**config.mk**
```make
export PLATFORM = sky130hd
export DESIGN_NAME = fetch_unit
export DESIGN_NICKNAME = d
export VERILOG_FILES = /design/src/rtl/fetch_unit.sv
export SDC_FILE = /design/constraint.sdc
export NUM_CORES = 1
export LEC_CHECK = 0
export BUFFER_PORTS_ARGS = -buffer_cell sky130_fd_sc_hd__buf_2
export CAP_MARGIN = 25
export CORE_MARGIN = 10
export CORE_UTILIZATION = 45
export CTS_CLUSTER_SIZE = 40
export DETAILED_ROUTE_END_ITERATION = 8
export GPL_TIMING_DRIVEN = 1
export PLACE_DENSITY = 0.65
export SLEW_MARGIN = 20
export SYNTH_ARGS = -nofsm -noshare
export SYNTH_HDL_FRONTEND = slang
export SYNTH_SLANG_ARGS = --single-unit
```
**constraint.sdc**
```tcl
create_clock -name clk -period 9.2 [get_ports clk]
set_input_delay 1.84 -clock clk [delete_from_list [all_inputs] [get_ports clk]]
set_output_delay 1.84 -clock clk [all_outputs]
set_load 0.005 [all_outputs]
```
**src/rtl/fetch_unit.sv**
```systemverilog
// fetch_unit: instruction fetch stage feeding the decoder.
//
// Holds the program counter, issues word-aligned fetch requests, and buffers
// the returned words in a small prefetch FIFO. A redirect flushes the FIFO,
// restarts fetch at the new PC and drops any responses still in flight.
//
// Ports:
//   clk, rst_n         clock (rising edge), asynchronous active-low reset
//   imem_req_valid     fetch request valid
//   imem_req_addr      fetch address (registered pc, bits[1:0] = 0)
//   imem_req_ready     memory accepts the request this cycle
//   imem_rsp_valid     response word valid (in order, one per accepted request)
//   imem_rsp_data      response instruction word
//   instr, instr_pc    FIFO head word and its PC (NOP / 0 when empty)
//   instr_valid        FIFO non-empty
//   instr_ready        decoder consumes the head this cycle
//   redirect_valid     branch/jump redirect
//   redirect_pc        redirect target (bits[1:0] forced to 0)
//   err_rsp            sticky: a response arrived with nothing outstanding
//
// Handshakes: a transfer happens on a rising edge where valid && ready are
// both high. valid never waits on ready. imem_req_valid may drop without a
// transfer only because of a redirect (the fetch stream is abandoned).
// instr_valid/instr stay stable until consumed or flushed by a redirect.

module fetch_unit #(
  parameter logic [31:0] RESET_PC   = 32'h0000_0000,
  parameter int          FIFO_DEPTH = 2
) (
  input  logic        clk,
  input  logic        rst_n,
  output logic        imem_req_valid,
  output logic [31:0] imem_req_addr,
  input  logic        imem_req_ready,
  input  logic        imem_rsp_valid,
  input  logic [31:0] imem_rsp_data,
  output logic [31:0] instr,
  output logic [31:0] instr_pc,
  output logic        instr_valid,
  input  logic        instr_ready,
  input  logic        redirect_valid,
  input  logic [31:0] redirect_pc,
  output logic        err_rsp
);

  localparam int CNT_W = $clog2(FIFO_DEPTH) + 1;
  localparam int PTR_W = (FIFO_DEPTH > 1) ? $clog2(FIFO_DEPTH) : 1;
  localparam logic [31:0]      NOP      = 32'h0000_0013;
  localparam logic [PTR_W-1:0] LAST_PTR = PTR_W'(FIFO_DEPTH - 1);
  localparam logic [CNT_W:0]   CAP      = (CNT_W + 1)'(FIFO_DEPTH);

  typedef enum logic {
    RUN   = 1'b0,
    FLUSH = 1'b1
  } state_t;

  state_t           state;
  state_t           state_nxt;
  logic [31:0]      pc;
  logic [CNT_W-1:0] outstanding;
  logic [CNT_W-1:0] outstanding_nxt;
  logic [CNT_W-1:0] fifo_count;
  logic [PTR_W-1:0] wr_ptr;
  logic [PTR_W-1:0] rd_ptr;
  logic [31:0]      fifo_data [FIFO_DEPTH];
  logic [31:0]      fifo_pc   [FIFO_DEPTH];

  logic             req_fire;
  logic             rsp_known;
  logic             rsp_spurious;
  logic             push;
  logic             pop;
  logic [31:0]      rsp_pc;
  logic [CNT_W:0]   in_use;

  function automatic logic [PTR_W-1:0] ptr_inc(input logic [PTR_W-1:0] p);
    return (p == LAST_PTR) ? '0 : p + PTR_W'(1);
  endfunction

  // FIFO entries plus in-flight requests never exceed FIFO_DEPTH, so every
  // response accepted in RUN is guaranteed a free FIFO slot.
  assign in_use = {1'b0, fifo_count} + {1'b0, outstanding};

  // Gated with rst_n so the request line is low while reset is held.
  assign imem_req_valid = rst_n && (state == RUN) && !redirect_valid && (in_use < CAP);
  assign imem_req_addr  = pc;

  assign req_fire     = imem_req_valid && imem_req_ready;
  assign rsp_known    = imem_rsp_valid && (outstanding != '0);
  assign rsp_spurious = imem_rsp_valid && (outstanding == '0);
  assign push         = rsp_known && (state == RUN) && !redirect_valid;
  assign pop          = instr_valid && instr_ready;

  // In RUN every outstanding request was issued since the last redirect, so
  // they are consecutive words ending at pc-4; the oldest is pc-4*outstanding.
  assign rsp_pc = pc - 32'({outstanding, 2'b00});

  assign outstanding_nxt = outstanding + CNT_W'(req_fire) - CNT_W'(rsp_known);

  always_comb begin
    state_nxt = state;
    if (redirect_valid) begin
      state_nxt = (outstanding_nxt != '0) ? FLUSH : RUN;
    end else if ((state == FLUSH) && (outstanding_nxt == '0)) begin
      state_nxt = RUN;
    end
  end

  always_ff @(posedge clk or negedge rst_n) begin
    if (!rst_n) begin
      state       <= RUN;
      pc          <= RESET_PC & ~32'h3;
      outstanding <= '0;
      err_rsp     <= 1'b0;
    end else begin
      state       <= state_nxt;
      outstanding <= outstanding_nxt;
      if (rsp_spurious) begin
        err_rsp <= 1'b1;
      end
      if (redirect_valid) begin
        pc <= redirect_pc & ~32'h3;
      end else if (req_fire) begin
        pc <= pc + 32'd4;
      end
    end
  end

  // FIFO control. A redirect clears it; a same-cycle pop is simply absorbed.
  always_ff @(posedge clk or negedge rst_n) begin
    if (!rst_n) begin
      wr_ptr     <= '0;
      rd_ptr     <= '0;
      fifo_count <= '0;
    end else if (redirect_valid) begin
      wr_ptr     <= '0;
      rd_ptr     <= '0;
      fifo_count <= '0;
    end else begin
      if (push) begin
        wr_ptr <= ptr_inc(wr_ptr);
      end
      if (pop) begin
        rd_ptr <= ptr_inc(rd_ptr);
      end
      if (push && !pop) begin
        fifo_count <= fifo_count + CNT_W'(1);
      end else if (pop && !push) begin
        fifo_count <= fifo_count - CNT_W'(1);
      end
    end
  end

  // Storage needs no reset: outputs are masked whenever the FIFO is empty.
  always_ff @(posedge clk) begin
    if (push) begin
      fifo_data[wr_ptr] <= imem_rsp_data;
      fifo_pc[wr_ptr]   <= rsp_pc;
    end
  end

  assign instr_valid = (fifo_count != '0);
  assign instr       = instr_valid ? fifo_data[rd_ptr] : NOP;
  assign instr_pc    = instr_valid ? fifo_pc[rd_ptr] : 32'h0;

endmodule
```
== After elaboration in Yosys (flattened, before gate mapping) ==
Memory sizes are Yosys's and may differ from the RTL's.
Index checks and enable logic that the tools add are counted.
Word-level totals
  register bits: 40
  bits in writable memories: 128
  input port bits: 70
  logic and storage cells: 63
  memories kept: 2
Memories
  fifo_data: words 2, bits a word 32, rd ports 1, clocked after memory_dff 0, write ports 1, line 65  | logic [31:0] fifo_data [FIFO_DEPTH];
  fifo_pc: words 2, bits a word 32, rd ports 1, clocked after memory_dff 0, write ports 1, line 66  | logic [31:0] fifo_pc [FIFO_DEPTH];
Operators by class
  $add $sub $neg: 9
  order comparisons: 1
  muxes and demuxes: 18
  bitwise logic cells: 1
  reductions and logical operators: 25
Operators by type and width (count)
  32-bit two-way mux: 4
  32-bit by 3-bit adder with 32-bit output, second input constant: 1
  32-bit by 4-bit subtractor with 32-bit output: 1
  2-bit nonzero test: 7
  1-bit logical AND: 12
  1-bit two-way mux: 11
  2-bit two-way mux: 3
  2-bit zero test: 2
  2-bit by 2-bit adder with 3-bit output: 1
  1-bit zero test: 3
  3-bit by 2-bit less-than comparator with 1-bit output, second input constant: 1
  3-bit nonzero test: 1
  1-bit adder, second input constant: 2
  2-bit by 1-bit adder with 2-bit output: 1
  2-bit by 1-bit adder with 2-bit output, second input constant: 1
  2-bit by 1-bit subtractor with 2-bit output: 1
  2-bit by 1-bit subtractor with 2-bit output, second input constant: 1
  1-bit inverter: 1

== Longest topological paths before layout ==
  word-level depth: 11
  gate-level depth with buffers: 13

== Worst setup path after synthesis ==
OpenSTA, ideal clock, no wires.
  kind: input to register
  start: input port redirect_valid
  end: memory fifo_data[0][0] (enable)
  library setup time: 0.635 ns
  data arrival time: 8.212 ns
  data required time: 8.565 ns
  setup slack: 0.353 ns
  stages: 3
  buffers on the path: 2
  cell sequence: clkbuf_1 clkbuf_1 nor4_1
Between the ends
  longest elaborated chain between the ends: 4
RTL lines
  start, declared: line 41  | input logic redirect_valid,
  1-bit zero test: line 91  | assign push = rsp_known && (state == RUN) && !redirect_valid;
  1-bit logical AND: line 91
  1-bit two-way mux: line 156  | if (push) begin
  1-bit two-way mux (not written as such): line 157  | fifo_data[wr_ptr] <= imem_rsp_data;
  end, declared: line 65
No other way between the ends.

== Final worst setup path ==
  start: input port redirect_valid
  end: output port imem_req_valid
Between the ends
  longest elaborated chain between the ends: 3
RTL lines
  1-bit zero test: line 85  | assign imem_req_valid = rst_n && (state == RUN) && !redirect_valid && (in_use < CAP);
  1-bit logical AND (2 in a row): line 85
  end, declared: line 32  | output logic imem_req_valid,
No other way between the ends.

==> flow_metrics.env <==
export IMPL_status="finished clean"
export IMPL_cts_tree="done"
export IMPL_dp_final_hpwl_um=12800
export IMPL_grt_pass1_vias=5496
export IMPL_switching_share=0.278
export IMPL_dieWidth_um=150
export IMPL_drive_above_1_share=0.271
export IMPL_powerDensity_mw_per_mm2=225
export IMPL_cp_slowest_cell="buf_2"
export IMPL_core_area_sq_mm=0.0165
export IMPL_p_switching_uw=574
export IMPL_firstDrtPassIters=5
export IMPL_critical_path_max_fanout=47
export IMPL_drc=0
export IMPL_seq_area_sq_mm=0.00468
export IMPL_period_share=0.531
export IMPL_path_clk_slew_ns=0.06
export IMPL_drv_cap=0
export IMPL_die_h_um=150
export IMPL_hold_class="reg -> reg"
export IMPL_numClockSinks=162
export IMPL_max_vdd_ir_drop_v=0.000131
export IMPL_p_clk_frac=0.362
export IMPL_grt_overflow_total=0
export IMPL_crit_path_max_incr_delay_ns=0.65
export IMPL_synth_xor_area_frac=0.0371
export IMPL_max_freq_mhz=205
export IMPL_grt_pass1_wl_um=28900
export IMPL_path_cells="buf_2, nor2_1, and3_1, buf_2"
export IMPL_r2r_end="state"
export IMPL_tightest_slew_ns=0.873
export IMPL_place_congestion=0.834
export IMPL_vias_per_cell=5.29
export IMPL_totalNegativeSetupSlack_ns=0
export IMPL_post_cts_buffers=0
export IMPL_post_cts_resized=0
export IMPL_start_kind="input pin"
export IMPL_rows=47
export IMPL_rr_worst_depth=12
export IMPL_synth_adder_area_share=0.0136
export IMPL_reg2reg_slack_ns=5.40
export IMPL_fin_nets=854
export IMPL_multi_input_comb_area_sq_mm=0.00266
export IMPL_synth_top_family_by_area="simple AND/OR/NAND/NOR gates"
export IMPL_wl_per_cell_um=18.3
export IMPL_finalClockSkew_ns=0.00675
export IMPL_root_buffer="clkbuf_16"
export IMPL_drt_iter0_markers=311
export IMPL_path_class="in -> out"
export IMPL_ios=169
export IMPL_worstPathArrival_ns=3.04
export IMPL_setup_violations=0
export IMPL_reg2reg_from="outstanding[0]"
export IMPL_ant_nets=0
export IMPL_hold_depth=1
export IMPL_synth_compound_area_frac=0.0583
export IMPL_synth_edf_count=124
export IMPL_yosys_area_share_simple=0.155
export IMPL_worstSkewPairLatency_ns=0.43
export IMPL_synth_ff_type="edfxtp_1"
export IMPL_synthCells=628
export IMPL_timing_hold_ws_ns=0.463
export IMPL_ys_ff_latch=162
export IMPL_slew_limit_headroom=0.418
export IMPL_muxShareOfSynthArea=0.0835
export IMPL_area_delta_synth_final_pct=21.6
export IMPL_finalMaxSlewViolations=0
export IMPL_worst_setup_path_end_kind="output port"
export IMPL_seq_power_share=0.459
export IMPL_htreeDepth=4
export IMPL_cts_buffers=17
export IMPL_grt_antenna_before_repair=0
export IMPL_cts_buffer_depth=2
export IMPL_post_route_min_period_ns=4.88
export IMPL_finalHoldViolations=0
export IMPL_min_from="err_rsp"
export IMPL_io_buffers=162
export IMPL_ctsHoldBuffers=0
export IMPL_crit_required_ns=7.36
export IMPL_fill_cells=1440
export IMPL_netlist_area_sq_mm=0.00756
export IMPL_grt_max_degree=64
export IMPL_rsz0062_at_grt="false"
export IMPL_start_util=0.457
export IMPL_ys_warn_count=0
export IMPL_die_area_sq_mm=0.0224
export IMPL_p_int_mw=1.49
export IMPL_synth_cell_types=49
export IMPL_comb_power_share=0.179
export IMPL_p_leak_nw=3.52
export IMPL_routed_wl_um=18500
export IMPL_synth_area_per_cell_sq_um=12.0
export IMPL_critPathMostFrequentCell="buf_2"
export IMPL_vias=5338
export IMPL_whs_endpoint="err_rsp"
export IMPL_track_usage=0.164
export IMPL_num_antenna_cells=0
export IMPL_synth_async_reset_ratio=0.235
export IMPL_yosysSeqAreaShare=0.619
## cell type report
type,instances,area share
clock inverter,15,0.0223
inverter,18,0.00736
tap,220,0.0300
sequential,162,0.509
clock buffer,17,0.0463
multi-input combinational,410,0.289
timing repair buffer,168,0.0954
## how the worst max path moves through the flow
stage,from,to,slack [ns],cells after the start
after floorplan,redirect_valid,fifo_data[0][0],0.35,3
after global placement,redirect_valid,state,4.22,11
after detailed placement,redirect_valid,state,4.03,11
after CTS,redirect_valid,imem_req_valid,4.33,4
after global routing,redirect_valid,state,4.12,11
final,redirect_valid,imem_req_valid,4.32,4
## worst max-delay path, delay by kind of cell
family | cells | cell delay (ns)
buffers and inverters | 2 | 0.77
AND/OR/NAND/NOR | 2 | 0.42
## power groups by stage
stage | combinational (mW) | clock [mW] | sequential (mW)
after detailed placement | 0.361 | 0 | 0.973
after global routing | 0.415 | 0.792 | 0.957
after global placement | 0.347 | 0 | 0.968
final | 0.369 | 0.747 | 0.947
after floorplan | 0.250 | 0 | 0.933
after CTS | 0.364 | 0.762 | 0.959
## cells in the mapped netlist (all sizes together) (3+ instances only)
| cell type | instances | area share |
|---|---|---|
| ha | 5 | 0.0083 |
| a21oi | 6 | 0.0040 |
| clkbuf | 30 | 0.015 |
| edfxtp | 124 | 0.49 |
| buf | 11 | 0.0093 |
| nand3 | 23 | 0.015 |
| xor2 | 12 | 0.014 |
| nor3 | 12 | 0.0093 |
| or3 | 10 | 0.0083 |
| nand3b | 3 | 0.0030 |
| or2 | 3 | 0.0028 |
| nor2 | 97 | 0.048 |
| dfrtp | 38 | 0.13 |
| inv | 18 | 0.0089 |
| o21ai | 25 | 0.017 |
| nand4 | 11 | 0.0091 |
| o311ai | 12 | 0.014 |
| a22oi | 5 | 0.0050 |
| o211ai | 7 | 0.0070 |
| nor2b | 6 | 0.0050 |
| and2 | 3 | 0.0025 |
| nand2 | 49 | 0.024 |
| nor4 | 10 | 0.016 |
| or4 | 3 | 0.0035 |
| xnor2 | 20 | 0.023 |
| mux2i | 63 | 0.083 |
| and3 | 3 | 0.0025 |
## layout by cell type, fill, tap and decap left out, types with 4 or more instances in the layout
| master | synthesis | final |
|---|---|---|
| a21oi_1 | 6 | 6 |
| a22oi_1 | 5 | 5 |
| buf_2 | 5 | 162 |
| buf_4 | 4 | 5 |
| bufinv_16 | 0 | 4 |
| clkbuf_16 | 0 | 17 |
| conb_1 | 1 | 4 |
| dfrtp_1 | 38 | 37 |
| edfxtp_1 | 124 | 124 |
| ha_1 | 5 | 5 |
| inv_1 | 18 | 18 |
| inv_6 | 0 | 4 |
| mux2i_1 | 63 | 63 |
| nand2_1 | 49 | 49 |
| nand3_1 | 23 | 23 |
| nand4_1 | 11 | 11 |
| nor2_1 | 97 | 96 |
| nor2b_1 | 6 | 6 |
| nor3_1 | 10 | 10 |
| nor4_2 | 4 | 5 |
| o211ai_1 | 7 | 7 |
| o21ai_0 | 25 | 25 |
| o311ai_0 | 12 | 12 |
| or3_1 | 10 | 10 |
| xnor2_1 | 20 | 20 |
| xor2_1 | 12 | 12 |
## per-stage QoR
| step | util | area [sq um] | power, mW | cells | worst slack (ns) |
|---|---|---|---|---|---|
| 2_1_floorplan | - | 7570 | 1.18 | 631 | 0.353 |
| 3_3_place_gp | 0.516 | 8530 | 1.32 | 977 | 4.22 |
| 3_5_place_dp | 0.516 | 8530 | 1.33 | 977 | 4.03 |
| 4_1_cts | 0.554 | 9160 | 2.08 | 1009 | 4.33 |
| 5_1_grt | 0.556 | 9190 | 2.16 | 1010 | 4.12 |
| 6_report | 0.556 | 9190 | 2.06 | 1010 | 4.32 |
## layer usage
metal  GRT usage  share of wire
met5           0              0
met4      0.0604          0.015
met3      0.0492          0.075
met2       0.270           0.49
met1       0.198           0.42
## sequential cells by signal, indices dropped and copies added (netlist names)
name,flops
fifo_data,64
fifo_pc,60
imem_req_addr,30
fifo_count,2
outstanding,2
err_rsp,1
rd_ptr,1
state,1
wr_ptr,1
## cell families (layout without fill, tap and decap cells)
kind of cell	after synthesis	after routing
AOI/OAI and AO/OA	66	66
xor gates and xnor gates	32	32
adders and majority gates	7	7
buffers and inverters	59	218
DFF	162	162
muxes	63	63
other	1	4
and+or+nand+nor	238	238
Note: power is estimated with default switching activity, not from simulation.
